--- config.mk ---
export PLATFORM = sky130hd
export DESIGN_NAME = ioctl_region_loader
export DESIGN_NICKNAME = d
export VERILOG_FILES = /design/src/rtl/ioctl_region_loader.sv
export SDC_FILE = /design/constraint.sdc
export NUM_CORES = 1
export LEC_CHECK = 0
export CAP_MARGIN = 25
export CORE_MARGIN = 2
export CORE_UTILIZATION = 45
export DETAILED_ROUTE_END_ITERATION = 10
export HOLD_SLACK_MARGIN = 0.12
export PLACE_DENSITY_LB_ADDON = 0.2
export SYNTH_ARGS = -nofsm -noshare
export SYNTH_HDL_FRONTEND = slang
export SYNTH_SLANG_ARGS = --single-unit
--- constraint.sdc ---
create_clock -name clk_sys -period 6.35 [get_ports clk_sys]
set_clock_uncertainty 0.1 [all_clocks]
set_input_delay 1.27 -clock clk_sys [delete_from_list [all_inputs] [get_ports clk_sys]]
set_output_delay 1.27 -clock clk_sys [all_outputs]
set_load 0.05 [all_outputs]
--- src/rtl/ioctl_region_loader.sv ---
// Download engine: maps an HPS ioctl download onto one of REGIONS memory windows,
// packs bytes into words, buffers them in a small FIFO and writes them out over req/ack.
module ioctl_region_loader #(
  parameter int REGIONS    = 4,
  parameter int ADDR_W     = 20,
  parameter int WORD_BYTES = 2,
  parameter int FIFO_DEPTH = 4
) (
  input  logic                      clk_sys,
  input  logic                      reset,
  input  logic                      ioctl_download,
  input  logic [7:0]                ioctl_index,
  input  logic                      ioctl_wr,
  input  logic [24:0]               ioctl_addr,
  input  logic [7:0]                ioctl_data,
  output logic                      ioctl_wait,
  input  logic [8*REGIONS-1:0]      region_index,
  input  logic [ADDR_W*REGIONS-1:0] region_base,
  input  logic [ADDR_W*REGIONS-1:0] region_size,
  output logic                      mem_req,
  output logic [ADDR_W-1:0]         mem_addr,
  output logic [8*WORD_BYTES-1:0]   mem_data,
  output logic [WORD_BYTES-1:0]     mem_be,
  input  logic                      mem_ack,
  output logic                      busy,
  output logic                      hold_reset,
  output logic                      done,
  output logic [REGIONS-1:0]        overflow,
  output logic [2:0]                active_region
);

  localparam int DW = 8 * WORD_BYTES;
  localparam int LW = (WORD_BYTES > 1) ? $clog2(WORD_BYTES) : 1;
  localparam int PW = $clog2(FIFO_DEPTH);
  localparam int CW = PW + 1;

  localparam logic [1:0] ST_IDLE  = 2'd0;
  localparam logic [1:0] ST_LOAD  = 2'd1;
  localparam logic [1:0] ST_DRAIN = 2'd2;
  localparam logic [1:0] ST_DONE  = 2'd3;

  localparam logic [ADDR_W-1:0] LANE_MASK = ADDR_W'(WORD_BYTES - 1);
  localparam logic [LW-1:0]     LAST_LANE = LW'(WORD_BYTES - 1);

  logic [1:0]            state_q, state_d;
  logic                  discard_q, discard_d;
  logic [2:0]            region_q, region_d;
  logic [ADDR_W-1:0]     base_q, base_d;
  logic [ADDR_W-1:0]     size_q, size_d;
  logic [REGIONS-1:0]    overflow_q, overflow_d;
  logic                  busy_q, done_q, wait_q, wait_d, mem_req_q;

  logic                  acc_v_q, acc_v_d;
  logic [ADDR_W-1:0]     acc_addr_q, acc_addr_d;
  logic [DW-1:0]         acc_data_q, acc_data_d;
  logic [WORD_BYTES-1:0] acc_be_q, acc_be_d;

  // Two push slots: a word-address jump can flush the old partial word and complete a new one together.
  logic                  p0_v_q, p0_v_d, p1_v_q, p1_v_d;
  logic [ADDR_W-1:0]     p0_addr_q, p0_addr_d, p1_addr_q, p1_addr_d;
  logic [DW-1:0]         p0_data_q, p0_data_d, p1_data_q, p1_data_d;
  logic [WORD_BYTES-1:0] p0_be_q, p0_be_d, p1_be_q, p1_be_d;

  logic [ADDR_W-1:0]     f_addr_q [FIFO_DEPTH];
  logic [DW-1:0]         f_data_q [FIFO_DEPTH];
  logic [WORD_BYTES-1:0] f_be_q   [FIFO_DEPTH];
  logic [PW-1:0]         wr_ptr_q, rd_ptr_q;
  logic [CW-1:0]         count_q, count_d, npush_s;
  logic [CW:0]           occ_s;
  logic                  pop_s;

  logic                  match_found_s;
  logic [2:0]            match_idx_s;
  logic [ADDR_W-1:0]     match_base_s, match_size_s;
  logic                  byte_en_s, in_range_s, same_word_s;
  logic [LW-1:0]         lane_s;
  logic [ADDR_W-1:0]     waddr_s;
  logic [DW-1:0]         byte_word_s, cur_data_s;
  logic [WORD_BYTES-1:0] byte_be_s, cur_be_s;

  always_comb begin
    match_found_s = 1'b0;
    match_idx_s   = 3'd0;
    match_base_s  = {ADDR_W{1'b0}};
    match_size_s  = {ADDR_W{1'b0}};
    for (int i = REGIONS - 1; i >= 0; i--) begin
      if (region_index[8*i +: 8] == ioctl_index) begin
        match_found_s = 1'b1;
        match_idx_s   = 3'(i);
        match_base_s  = region_base[ADDR_W*i +: ADDR_W];
        match_size_s  = region_size[ADDR_W*i +: ADDR_W];
      end else begin
        match_found_s = match_found_s;
      end
    end
  end

  always_comb begin
    byte_en_s   = (state_q == ST_LOAD) && ioctl_download && ioctl_wr && !discard_q;
    in_range_s  = ({7'd0, ioctl_addr} < 32'(size_q));
    lane_s      = (WORD_BYTES == 1) ? {LW{1'b0}} : ioctl_addr[LW-1:0];
    waddr_s     = base_q + (ioctl_addr[ADDR_W-1:0] & ~LANE_MASK);
    byte_word_s = DW'(ioctl_data) << {lane_s, 3'b000};
    byte_be_s   = WORD_BYTES'(1'b1) << lane_s;
    same_word_s = acc_v_q && (acc_addr_q == waddr_s);
    cur_data_s  = (same_word_s ? acc_data_q : {DW{1'b0}}) | byte_word_s;
    cur_be_s    = (same_word_s ? acc_be_q : {WORD_BYTES{1'b0}}) | byte_be_s;
  end

  always_comb begin
    pop_s   = mem_req_q && mem_ack;
    npush_s = CW'(p0_v_q) + CW'(p1_v_q);
    count_d = count_q + npush_s - CW'(pop_s);
  end

  always_comb begin
    state_d    = state_q;
    discard_d  = discard_q;
    region_d   = region_q;
    base_d     = base_q;
    size_d     = size_q;
    overflow_d = overflow_q;
    acc_v_d    = acc_v_q;
    acc_addr_d = acc_addr_q;
    acc_data_d = acc_data_q;
    acc_be_d   = acc_be_q;
    p0_v_d     = 1'b0;
    p0_addr_d  = p0_addr_q;
    p0_data_d  = p0_data_q;
    p0_be_d    = p0_be_q;
    p1_v_d     = 1'b0;
    p1_addr_d  = p1_addr_q;
    p1_data_d  = p1_data_q;
    p1_be_d    = p1_be_q;
    case (state_q)
      ST_IDLE: begin
        if (ioctl_download) begin
          state_d   = ST_LOAD;
          discard_d = !match_found_s;
          region_d  = match_idx_s;
          base_d    = match_base_s;
          size_d    = match_size_s;
          acc_v_d   = 1'b0;
          for (int r = 0; r < REGIONS; r++) begin
            if (match_found_s && (match_idx_s == 3'(r))) overflow_d[r] = 1'b0;
            else overflow_d[r] = overflow_q[r];
          end
        end else begin
          state_d = ST_IDLE;
        end
      end
      ST_LOAD: begin
        if (!ioctl_download) begin
          state_d   = ST_DRAIN;
          p0_v_d    = acc_v_q;
          p0_addr_d = acc_addr_q;
          p0_data_d = acc_data_q;
          p0_be_d   = acc_be_q;
          acc_v_d   = 1'b0;
        end else if (byte_en_s && !in_range_s) begin
          for (int r = 0; r < REGIONS; r++) begin
            if (region_q == 3'(r)) overflow_d[r] = 1'b1;
            else overflow_d[r] = overflow_q[r];
          end
        end else if (byte_en_s) begin
          if (acc_v_q && !same_word_s) begin
            p0_v_d    = 1'b1;
            p0_addr_d = acc_addr_q;
            p0_data_d = acc_data_q;
            p0_be_d   = acc_be_q;
          end else begin
            p0_v_d = 1'b0;
          end
          if (lane_s == LAST_LANE) begin
            acc_v_d = 1'b0;
            if (acc_v_q && !same_word_s) begin
              p1_v_d    = 1'b1;
              p1_addr_d = waddr_s;
              p1_data_d = cur_data_s;
              p1_be_d   = cur_be_s;
            end else begin
              p0_v_d    = 1'b1;
              p0_addr_d = waddr_s;
              p0_data_d = cur_data_s;
              p0_be_d   = cur_be_s;
            end
          end else begin
            acc_v_d    = 1'b1;
            acc_addr_d = waddr_s;
            acc_data_d = cur_data_s;
            acc_be_d   = cur_be_s;
          end
        end else begin
          state_d = ST_LOAD;
        end
      end
      ST_DRAIN: begin
        if (count_d == {CW{1'b0}}) state_d = ST_DONE;
        else state_d = ST_DRAIN;
      end
      ST_DONE: state_d = ST_IDLE;
      default: state_d = ST_IDLE;
    endcase
  end

  // Wait counts words already queued plus those in flight, so a late byte still finds a slot.
  always_comb begin
    occ_s  = (CW+1)'(count_d) + (CW+1)'(p0_v_d) + (CW+1)'(p1_v_d);
    wait_d = (occ_s >= (CW+1)'(FIFO_DEPTH - 1));
  end

  always_ff @(posedge clk_sys) begin
    if (reset) begin
      state_q    <= ST_IDLE;
      discard_q  <= 1'b0;
      region_q   <= 3'd0;
      base_q     <= {ADDR_W{1'b0}};
      size_q     <= {ADDR_W{1'b0}};
      overflow_q <= {REGIONS{1'b0}};
      busy_q     <= 1'b0;
      done_q     <= 1'b0;
      wait_q     <= 1'b0;
      acc_v_q    <= 1'b0;
      acc_addr_q <= {ADDR_W{1'b0}};
      acc_data_q <= {DW{1'b0}};
      acc_be_q   <= {WORD_BYTES{1'b0}};
      p0_v_q     <= 1'b0;
      p0_addr_q  <= {ADDR_W{1'b0}};
      p0_data_q  <= {DW{1'b0}};
      p0_be_q    <= {WORD_BYTES{1'b0}};
      p1_v_q     <= 1'b0;
      p1_addr_q  <= {ADDR_W{1'b0}};
      p1_data_q  <= {DW{1'b0}};
      p1_be_q    <= {WORD_BYTES{1'b0}};
    end else begin
      state_q    <= state_d;
      discard_q  <= discard_d;
      region_q   <= region_d;
      base_q     <= base_d;
      size_q     <= size_d;
      overflow_q <= overflow_d;
      busy_q     <= (state_d == ST_LOAD) || (state_d == ST_DRAIN);
      done_q     <= (state_d == ST_DONE);
      wait_q     <= wait_d;
      acc_v_q    <= acc_v_d;
      acc_addr_q <= acc_addr_d;
      acc_data_q <= acc_data_d;
      acc_be_q   <= acc_be_d;
      p0_v_q     <= p0_v_d;
      p0_addr_q  <= p0_addr_d;
      p0_data_q  <= p0_data_d;
      p0_be_q    <= p0_be_d;
      p1_v_q     <= p1_v_d;
      p1_addr_q  <= p1_addr_d;
      p1_data_q  <= p1_data_d;
      p1_be_q    <= p1_be_d;
    end
  end

  // Word FIFO; slot p1 only ever follows p0, so it lands one entry behind it.
  always_ff @(posedge clk_sys) begin
    if (reset) begin
      wr_ptr_q  <= {PW{1'b0}};
      rd_ptr_q  <= {PW{1'b0}};
      count_q   <= {CW{1'b0}};
      mem_req_q <= 1'b0;
      for (int i = 0; i < FIFO_DEPTH; i++) begin
        f_addr_q[i] <= {ADDR_W{1'b0}};
        f_data_q[i] <= {DW{1'b0}};
        f_be_q[i]   <= {WORD_BYTES{1'b0}};
      end
    end else begin
      if (p0_v_q) begin
        f_addr_q[wr_ptr_q] <= p0_addr_q;
        f_data_q[wr_ptr_q] <= p0_data_q;
        f_be_q[wr_ptr_q]   <= p0_be_q;
      end
      if (p1_v_q) begin
        f_addr_q[wr_ptr_q + PW'(1'b1)] <= p1_addr_q;
        f_data_q[wr_ptr_q + PW'(1'b1)] <= p1_data_q;
        f_be_q[wr_ptr_q + PW'(1'b1)]   <= p1_be_q;
      end
      wr_ptr_q  <= wr_ptr_q + PW'(npush_s);
      rd_ptr_q  <= rd_ptr_q + PW'(pop_s);
      count_q   <= count_d;
      mem_req_q <= (count_d != {CW{1'b0}});
    end
  end

  assign mem_req       = mem_req_q;
  assign mem_addr      = f_addr_q[rd_ptr_q];
  assign mem_data      = f_data_q[rd_ptr_q];
  assign mem_be        = f_be_q[rd_ptr_q];
  assign ioctl_wait    = wait_q;
  assign busy          = busy_q;
  assign hold_reset    = busy_q;
  assign done          = done_q;
  assign overflow      = overflow_q;
  assign active_region = region_q;

endmodule

**Word level (Yosys, flattened, before mapping)**

Memories as Yosys holds them, arrays and structs flattened. A register that Yosys moved wholly into a read port is not among the register bits.
Index checks and enable logic that the tools add are counted.

- Register bits after elaboration: 178
- Memory bits (writable): 152
- Input port bits: 238
- Output and inout port bits: 50
- Word-level logic and storage cells: 218
- Memories kept: 3

- $add $sub $neg: 9
- Order comparisons: 2
- Equal/unequal tests: 32
- Shifts and indexed selects: 2
- Multiplexer cells: 101
- Bitwise logic cells: 4
- Reduce and logical (&&, ||, !) cells: 37

Memory list:

| name | depth | width | rd ports | clocked after Yosys merged registers in | wr ports | line | text |
|---|---|---|---|---|---|---|---|
| f_addr_q | 4 | 20 | 1 | 1 | 4 | 64 | `logic [ADDR_W-1:0] f_addr_q [FIFO_DEPTH];` |
| f_data_q | 4 | 16 | 1 | 1 | 4 | 65 | `logic [DW-1:0] f_data_q [FIFO_DEPTH];` |
| f_be_q | 4 | 2 | 1 | 1 | 4 | 66 | `logic [WORD_BYTES-1:0] f_be_q [FIFO_DEPTH];` |

Operator list:

| cell | count |
|---|---|
| $mux 20 | 16 |
| $mux 16 | 9 |
| $mux 2 | 23 |
| $mux 1 | 45 |
| $reduce_or 20->1 | 2 |
| $eq 8x8->1 | 4 |
| $reduce_or 16->1 | 2 |
| $reduce_and 6->1 | 5 |
| $lt 25x20->1 | 1 |
| $add 20x20->20 | 1 |
| $eq 20x20->1 | 1 |
| $or 16x16->16 | 1 |
| $shl 8x4->16 | 1 |
| $ne 2x2->1 const B | 7 |
| $eq 3x2->1 const B | 4 |
| $mux 4 | 3 |
| $ne 2x1->1 const B | 6 |
| $logic_and 1x1->1 | 11 |
| $logic_not 3->1 | 3 |
| $eq 2x2->1 const B | 4 |
| $pmux 2 s4 | 1 |
| $pmux 4 s2 | 1 |
| $eq 3x1->1 const B | 2 |
| $mux 3 | 2 |
| 25 further kinds | 32 |

**Logic depth before layout (Yosys ltp)**

- Word-level depth: 15
- Depth in mapped cells: 18
- Mapped depth without buffers: 18

**Worst setup path after synthesis**

No wires, ideal clock.

- Path kind: input -> register
- From: input port ioctl_addr[1]
- To: register wait_q (netlist: ioctl_wait)
- Library setup time: 0.132 ns
- Data arrival time: 4.805 ns
- Data required time: 6.118 ns
- Setup slack: 1.313 ns
- Cell stages on the path: 17
- Path buffers: 0
- Cell sequence: ha_1 > inv_1 > fa_1 > nor2b_1 > o31ai_2 > and4_1 > o31a_1 > nor4_1 > nand4b_4 > nor4_4 > nand2_1 > a311oi_1 > fa_1 > inv_1 > ha_1 > o21ai_0 > a21oi_1

- Longest elaborated chain between the ends: 15
- Elaborated cells between the ends (all ways): 23
- Those cells by class: 3 x add/sub; 2 x order compare; 1 x eq/ne; 12 x mux; 5 x reduce/logical

RTL lines:

| item | line | text |
|---|---|---|
| start, declared | 14 | `input logic [24:0] ioctl_addr,` |
| $add 20x20->20 | 102 | `waddr_s = base_q + (ioctl_addr[ADDR_W-1:0] & ~LANE_MASK);` |
| $eq 20x20->1 | 105 | `same_word_s = acc_v_q && (acc_addr_q == waddr_s);` |
| $logic_and 1x1->1 | 105 |  |
| $logic_not 1->1 | 166, 176 |  |
| $logic_and 1x1->1 | 166, 176 |  |
| $mux 1 | 166, 176 |  |
| $mux 1 | 176 | `if (acc_v_q && !same_word_s) begin` |
| $mux 1 | 174 | `if (lane_s == LAST_LANE) begin` |
| $mux 1 | 165 | `end else if (byte_en_s) begin` |
| $mux 1 | 160 | `end else if (byte_en_s && !in_range_s) begin` |
| $mux 1 | 153 | `if (!ioctl_download) begin` |
| $mux 1 | 135 | `case (state_q)` |
| $add 3x1->4 | 208 | `occ_s = (CW+1)'(count_d) + (CW+1)'(p0_v_d) + (CW+1)'(p1_v_d);` |
| $add 4x1->4 * | 208 |  |
| $ge 4x2->1 * | 209 | `wait_d = (occ_s >= (CW+1)'(FIFO_DEPTH - 1));` |
| end signal, assigned | 244 | `wait_q <= wait_d;` |
| end, declared | 51 | `logic busy_q, done_q, wait_q, wait_d, mem_req_q;` |

Mark *: on every way between the ends. The rest lies on a longest branch, timed or not.
A chain may end at the register's enable or synchronous reset.

**Final worst setup path**

Same ends and word-level chain as after synthesis.

==> impl_metrics.prom <==
# TYPE chip_impl_metric gauge
chip_impl_metric{name="drv_slew",unit=""} 0
chip_impl_metric{name="area_growth",unit="%"} 25.5
chip_impl_metric{name="via_count_of_the_first_global_routing_pass",unit=""} 14133
chip_impl_metric{name="clock_path_buffers",unit=""} 3
chip_impl_metric{name="die_area",unit="µm²"} 40200
chip_impl_metric{name="cts_inserted_buffers",unit=""} 36
chip_impl_info{name="grt_most_used_layer",value="met2"} 1
chip_impl_metric{name="crit_path_max_incr_delay",unit="ns"} 0.56
chip_impl_metric{name="fill_cells",unit=""} 3359
chip_impl_metric{name="holdWs",unit="ns"} 0.349
chip_impl_metric{name="finalHoldViolCount",unit=""} 0
chip_impl_metric{name="grt_antenna_before_repair",unit=""} 0
chip_impl_metric{name="hpwl_reported_at_the_end_of_detailed_placement",unit="µm"} 39800
chip_impl_metric{name="core_region_area",unit="µm²"} 37800
chip_impl_metric{name="grtUsageTotal",unit="%"} 26.8
chip_impl_metric{name="vias_per_cell",unit=""} 5.94
chip_impl_metric{name="maximum_clock_rate",unit="MHz"} 188
chip_impl_metric{name="global_route.usage.met1",unit="%"} 34.3
chip_impl_info{name="timing.critical_path.to_type",value="flop"} 1
chip_impl_metric{name="final_core_util",unit="%"} 57.6
chip_impl_metric{name="synth_top_area_share",unit="%"} 26.3
chip_impl_metric{name="worst_case_setup_margin_in_the_final_layout",unit="ns"} 1.03
chip_impl_metric{name="maximum_number_of_pins_on_one_net_before_global_route_repair",unit=""} 104
chip_impl_metric{name="initial_utilization",unit="%"} 45.9
chip_impl_metric{name="place.gp.congestion",unit=""} 0.919
chip_impl_metric{name="place_ws",unit="ns"} 0.453
chip_impl_metric{name="worst_skew_pair.late_latency",unit="ns"} 0.55
chip_impl_info{name="timing_worst_setup_path_type",value="primary input to flop"} 1
chip_impl_metric{name="wire_length_of_the_first_global_routing_pass",unit="µm"} 84800
chip_impl_metric{name="ios",unit=""} 288
chip_impl_metric{name="ys_seq_elements",unit=""} 329
chip_impl_metric{name="post_synth_inst_count",unit=""} 1713
chip_impl_info{name="clock-root-buffer",value="sky130_fd_sc_hd__clkbuf_16"} 1
chip_impl_metric{name="final_antenna_net_count",unit=""} 0
chip_impl_metric{name="synth-edff-count",unit=""} 152
chip_impl_info{name="post-synth-top-count-cell",value="sky130_fd_sc_hd__dfxtp_1"} 1
chip_impl_info{name="yosys_most_used_dff",value="sky130_fd_sc_hd__dfxtp_1"} 1
chip_impl_metric{name="std_cell_rows",unit=""} 71
chip_impl_metric{name="vdd.ir_drop.worst",unit="µV"} 159
chip_impl_metric{name="drt_pass1_iterations",unit=""} 6
chip_impl_info{name="synth_common_cells",value="sky130_fd_sc_hd__dfxtp_1 (177), sky130_fd_sc_hd__nand2_1 (164), sky130_fd_sc_hd__edfxtp_1 (152), sky130_fd_sc_hd__nor2_1 (152), sky130_fd_sc_hd__clkbuf_1 (113)"} 1
chip_impl_metric{name="post_synth_instance_area",unit="µm²"} 17400
chip_impl_metric{name="postCtsSetupRepairBufs",unit=""} 0
chip_impl_metric{name="cellPowerDensity",unit="nW/µm²"} 249
chip_impl_metric{name="postCtsHoldBufs",unit=""} 0
chip_impl_metric{name="worstPathRequired",unit="ns"} 6.66
chip_impl_metric{name="floorplan.die.width",unit="µm"} 200
chip_impl_info{name="synthDominantAreaCellType",value="sky130_fd_sc_hd__edfxtp_1"} 1
chip_impl_metric{name="final.setup.tns",unit="ns"} 0
chip_impl_info{name="holdCritPathClass",value="flop to flop"} 1
chip_impl_metric{name="met2_usage",unit="%"} 47.3
chip_impl_metric{name="die_height",unit="µm"} 200
chip_impl_metric{name="cts_sinks",unit=""} 329
chip_impl_metric{name="avgRoutedWirePerCell",unit="µm"} 22.3
chip_impl_metric{name="drc_errors",unit=""} 0
chip_impl_metric{name="synthesis.yosys.warnings",unit=""} 0
chip_impl_metric{name="critical_path_arrival",unit="ns"} 5.62
chip_impl_metric{name="async_flop_share",unit="%"} 0
chip_impl_info{name="crit_slowest_cell",value="sky130_fd_sc_hd__or4_2"} 1
chip_impl_metric{name="htreeDepth",unit=""} 2
chip_impl_metric{name="design.final.nets",unit=""} 2221
chip_impl_info{name="cts_tree",value="yes"} 1
chip_impl_metric{name="power_leakage",unit="nW"} 7.59
chip_impl_metric{name="total_gr_overflow",unit=""} 0
chip_impl_metric{name="ff_latch_area",unit="µm²"} 8110
chip_impl_metric{name="via_count",unit=""} 14678
chip_impl_info{name="startpoint_type",value="primary input"} 1
chip_impl_metric{name="number_of_gates_given_a_new_drive_strength_after_cts",unit=""} 0
chip_impl_metric{name="sequential_share_of_the_synthesized_area",unit="%"} 46.7
chip_impl_metric{name="use_met3",unit="%"} 4.35
chip_impl_info{name="post_synth_main_area_contributors",value="sky130_fd_sc_hd__edfxtp_1 (26%), sky130_fd_sc_hd__dfxtp_1 (20%), sky130_fd_sc_hd__mux4_2 (4.9%), sky130_fd_sc_hd__a22o_1 (3.6%), sky130_fd_sc_hd__nand2_1 (3.5%)"} 1
chip_impl_metric{name="routed_wl",unit="µm"} 55200
chip_impl_metric{name="post-route-min-period",unit="ns"} 5.32
chip_impl_metric{name="worstMarginPinSlew",unit="ns"} 1.02
chip_impl_metric{name="dp_cells",unit=""} 2407
chip_impl_metric{name="setup_viol_count_final",unit=""} 0
chip_impl_metric{name="count_of_inserted_antenna_diode_cells",unit=""} 0
chip_impl_metric{name="drtIter0Drc",unit=""} 1316
chip_impl_info{name="rsz_0062_raised_after_global_routing",value="false"} 1
chip_impl_metric{name="place.port_buffers",unit=""} 286
chip_impl_metric{name="maxCapViolCount",unit=""} 0
chip_impl_metric{name="crit_path_max_fanout",unit=""} 4
chip_impl_metric{name="relSlewSlack",unit="%"} 31.8
chip_impl_metric{name="fin_crit_sh",unit="%"} 83.8
chip_impl_metric{name="clkSlewWorstSetupHoldPaths",unit="ns"} 0.06
chip_impl_metric{name="multi_input_logic_area",unit="µm²"} 8560
chip_impl_metric{name="avg_inst_size_synth",unit="µm²"} 10.1
chip_impl_metric{name="postSynthNetCount",unit=""} 1999
chip_impl_metric{name="post_layout_nonfiller_instances",unit=""} 2473
chip_impl_metric{name="synth_cell_types",unit=""} 79
chip_impl_metric{name="post_route_cells_drive_above_1_share",unit="%"} 8.66
chip_impl_info{name="status",value="finished, final reports clean"} 1
chip_impl_info{name="crit_chain",value="clkdlybuf4s50_1 > ha_1 > inv_1 > fa_1 > nor2b_1 > o31a_2 > or4_1 > and3_4 > xor2_1 > or4_2 > nor4b_1 > a41o_1 > nand2b_1 > fa_1 > inv_1 > ha_1 > o21ai_0 > a21oi_1"} 1
final cells by class:
class,instances,share of cell area [%]
Clock inverter,22,0.867
Tap cell,511,2.94
Sequential cell,329,37.2
Clock buffer,43,4.26
Multi-Input combinational cell,1199,39.3
Inverter,43,0.741
Timing Repair Buffer,326,14.7
cells in the final DEF, fill, tap and decap left out, types with 6 or more instances in the layout:
master / synthesis / final
sky130_fd_sc_hd__clkdlybuf4s50_1: 0 / 285
sky130_fd_sc_hd__dfxtp_1: 177 / 176
sky130_fd_sc_hd__nand2_1: 164 / 162
sky130_fd_sc_hd__edfxtp_1: 152 / 152
sky130_fd_sc_hd__nor2_1: 152 / 148
sky130_fd_sc_hd__a21oi_1: 97 / 96
sky130_fd_sc_hd__a211oi_1: 72 / 72
sky130_fd_sc_hd__a22o_1: 71 / 71
sky130_fd_sc_hd__o21ai_0: 59 / 59
sky130_fd_sc_hd__a32o_1: 51 / 51
sky130_fd_sc_hd__xnor2_1: 49 / 49
sky130_fd_sc_hd__ha_1: 45 / 45
sky130_fd_sc_hd__inv_1: 43 / 43
sky130_fd_sc_hd__nor3_1: 46 / 43
sky130_fd_sc_hd__buf_4: 8 / 39
sky130_fd_sc_hd__mux4_2: 38 / 38
sky130_fd_sc_hd__and2_1: 36 / 36
sky130_fd_sc_hd__clkbuf_16: 0 / 36
sky130_fd_sc_hd__nand3_1: 31 / 31
sky130_fd_sc_hd__a22oi_1: 28 / 28
sky130_fd_sc_hd__nor4_1: 23 / 23
sky130_fd_sc_hd__mux2i_1: 23 / 23
sky130_fd_sc_hd__xor2_1: 16 / 16
sky130_fd_sc_hd__o22ai_1: 16 / 16
sky130_fd_sc_hd__a221oi_1: 15 / 15
sky130_fd_sc_hd__a21o_1: 14 / 14
sky130_fd_sc_hd__a31oi_1: 15 / 14
sky130_fd_sc_hd__nand4_1: 13 / 13
sky130_fd_sc_hd__nor2b_1: 15 / 10
sky130_fd_sc_hd__nand2b_1: 7 / 7
sky130_fd_sc_hd__a221o_1: 7 / 7
sky130_fd_sc_hd__clkbuf_1: 113 / 7
sky130_fd_sc_hd__clkinv_2: 0 / 7
sky130_fd_sc_hd__clkinv_1: 0 / 7
sky130_fd_sc_hd__or3_1: 6 / 6
sky130_fd_sc_hd__a311oi_1: 6 / 6
sequential cells by signal (all words and copies together) (netlist names), 2 cells and up:
register	count
wr_ptr_q	2
p1_addr_q	20
base_q	20
f_be_q	8
p0_be_q	2
f_addr_q	80
p0_data_q	16
overflow	4
state_q	2
rd_ptr_q	2
acc_addr_q	20
active_region	2
count_q	3
acc_be_q	2
f_data_q	64
p1_be_q	2
acc_data_q	16
p0_addr_q	20
size_q	20
p1_data_q	16
final timing paths:
path / from / to / slack [ns] / cells past startpoint
worst max-delay path: ioctl_addr[1] / ioctl_wait / 1.03 / 18
worst min register to register: acc_be_q[1] / acc_be_q[1] / 0.35 / 2
worst min-delay path: acc_be_q[1] / acc_be_q[1] / 0.35 / 2
worst max register to register: base_q[1] / ioctl_wait / 1.93 / 17
layer usage:
| layer | wire length [µm] | vias to the layer above |
|---|---|---|
| met5 | 0 | - |
| met4 | 1200 | 0 |
| met1 | 22400 | 7105 |
| met3 | 3790 | 63 |
| met2 | 27800 | 601 |
| li1 | - | 6909 |
stage by stage:
| step | instance area, µm² | power [mW] |
|---|---|---|
| detailed placement | 20600 | 3.48 |
| global placement | 20600 | 3.47 |
| CTS | 21800 | 5.47 |
| finish | 21800 | 5.43 |
| global route | 21800 | 5.63 |
| floorplan | 17400 | 3.04 |
report_power, final:
group          total (mW)  internal [mW]  switching [mW]  leakage [nW]
logic                1.08          0.475           0.610          4.04
registers            2.34           2.28          0.0595          3.00
clock network        2.00           1.14           0.866         0.540
cell families after synthesis:
| kind of cell | Yosys count | share of synthesized area [%] |
|---|---|---|
| AND/OR/NAND/NOR | 527 | 14.4 |
| AO/OA/AOI/OAI | 490 | 20.6 |
| flip-flops | 329 | 46.7 |
| buffers and inverters | 185 | 4.45 |
| XOR/XNOR | 69 | 3.83 |
| multiplexers | 64 | 6.45 |
| adder cells (fa/ha/maj) | 48 | 3.59 |
| other | 1 | 0.0216 |
critical path: cells and delay by family:
kind	cells	cell delay, ns
buffers and inverters	3	0.56
AND/OR/NAND/NOR	6	1.97
adder cells (fa/ha/maj)	4	0.80
XOR/XNOR	1	0.16
AO/OA/AOI/OAI	4	0.87
(Power assumes the default switching activity.)
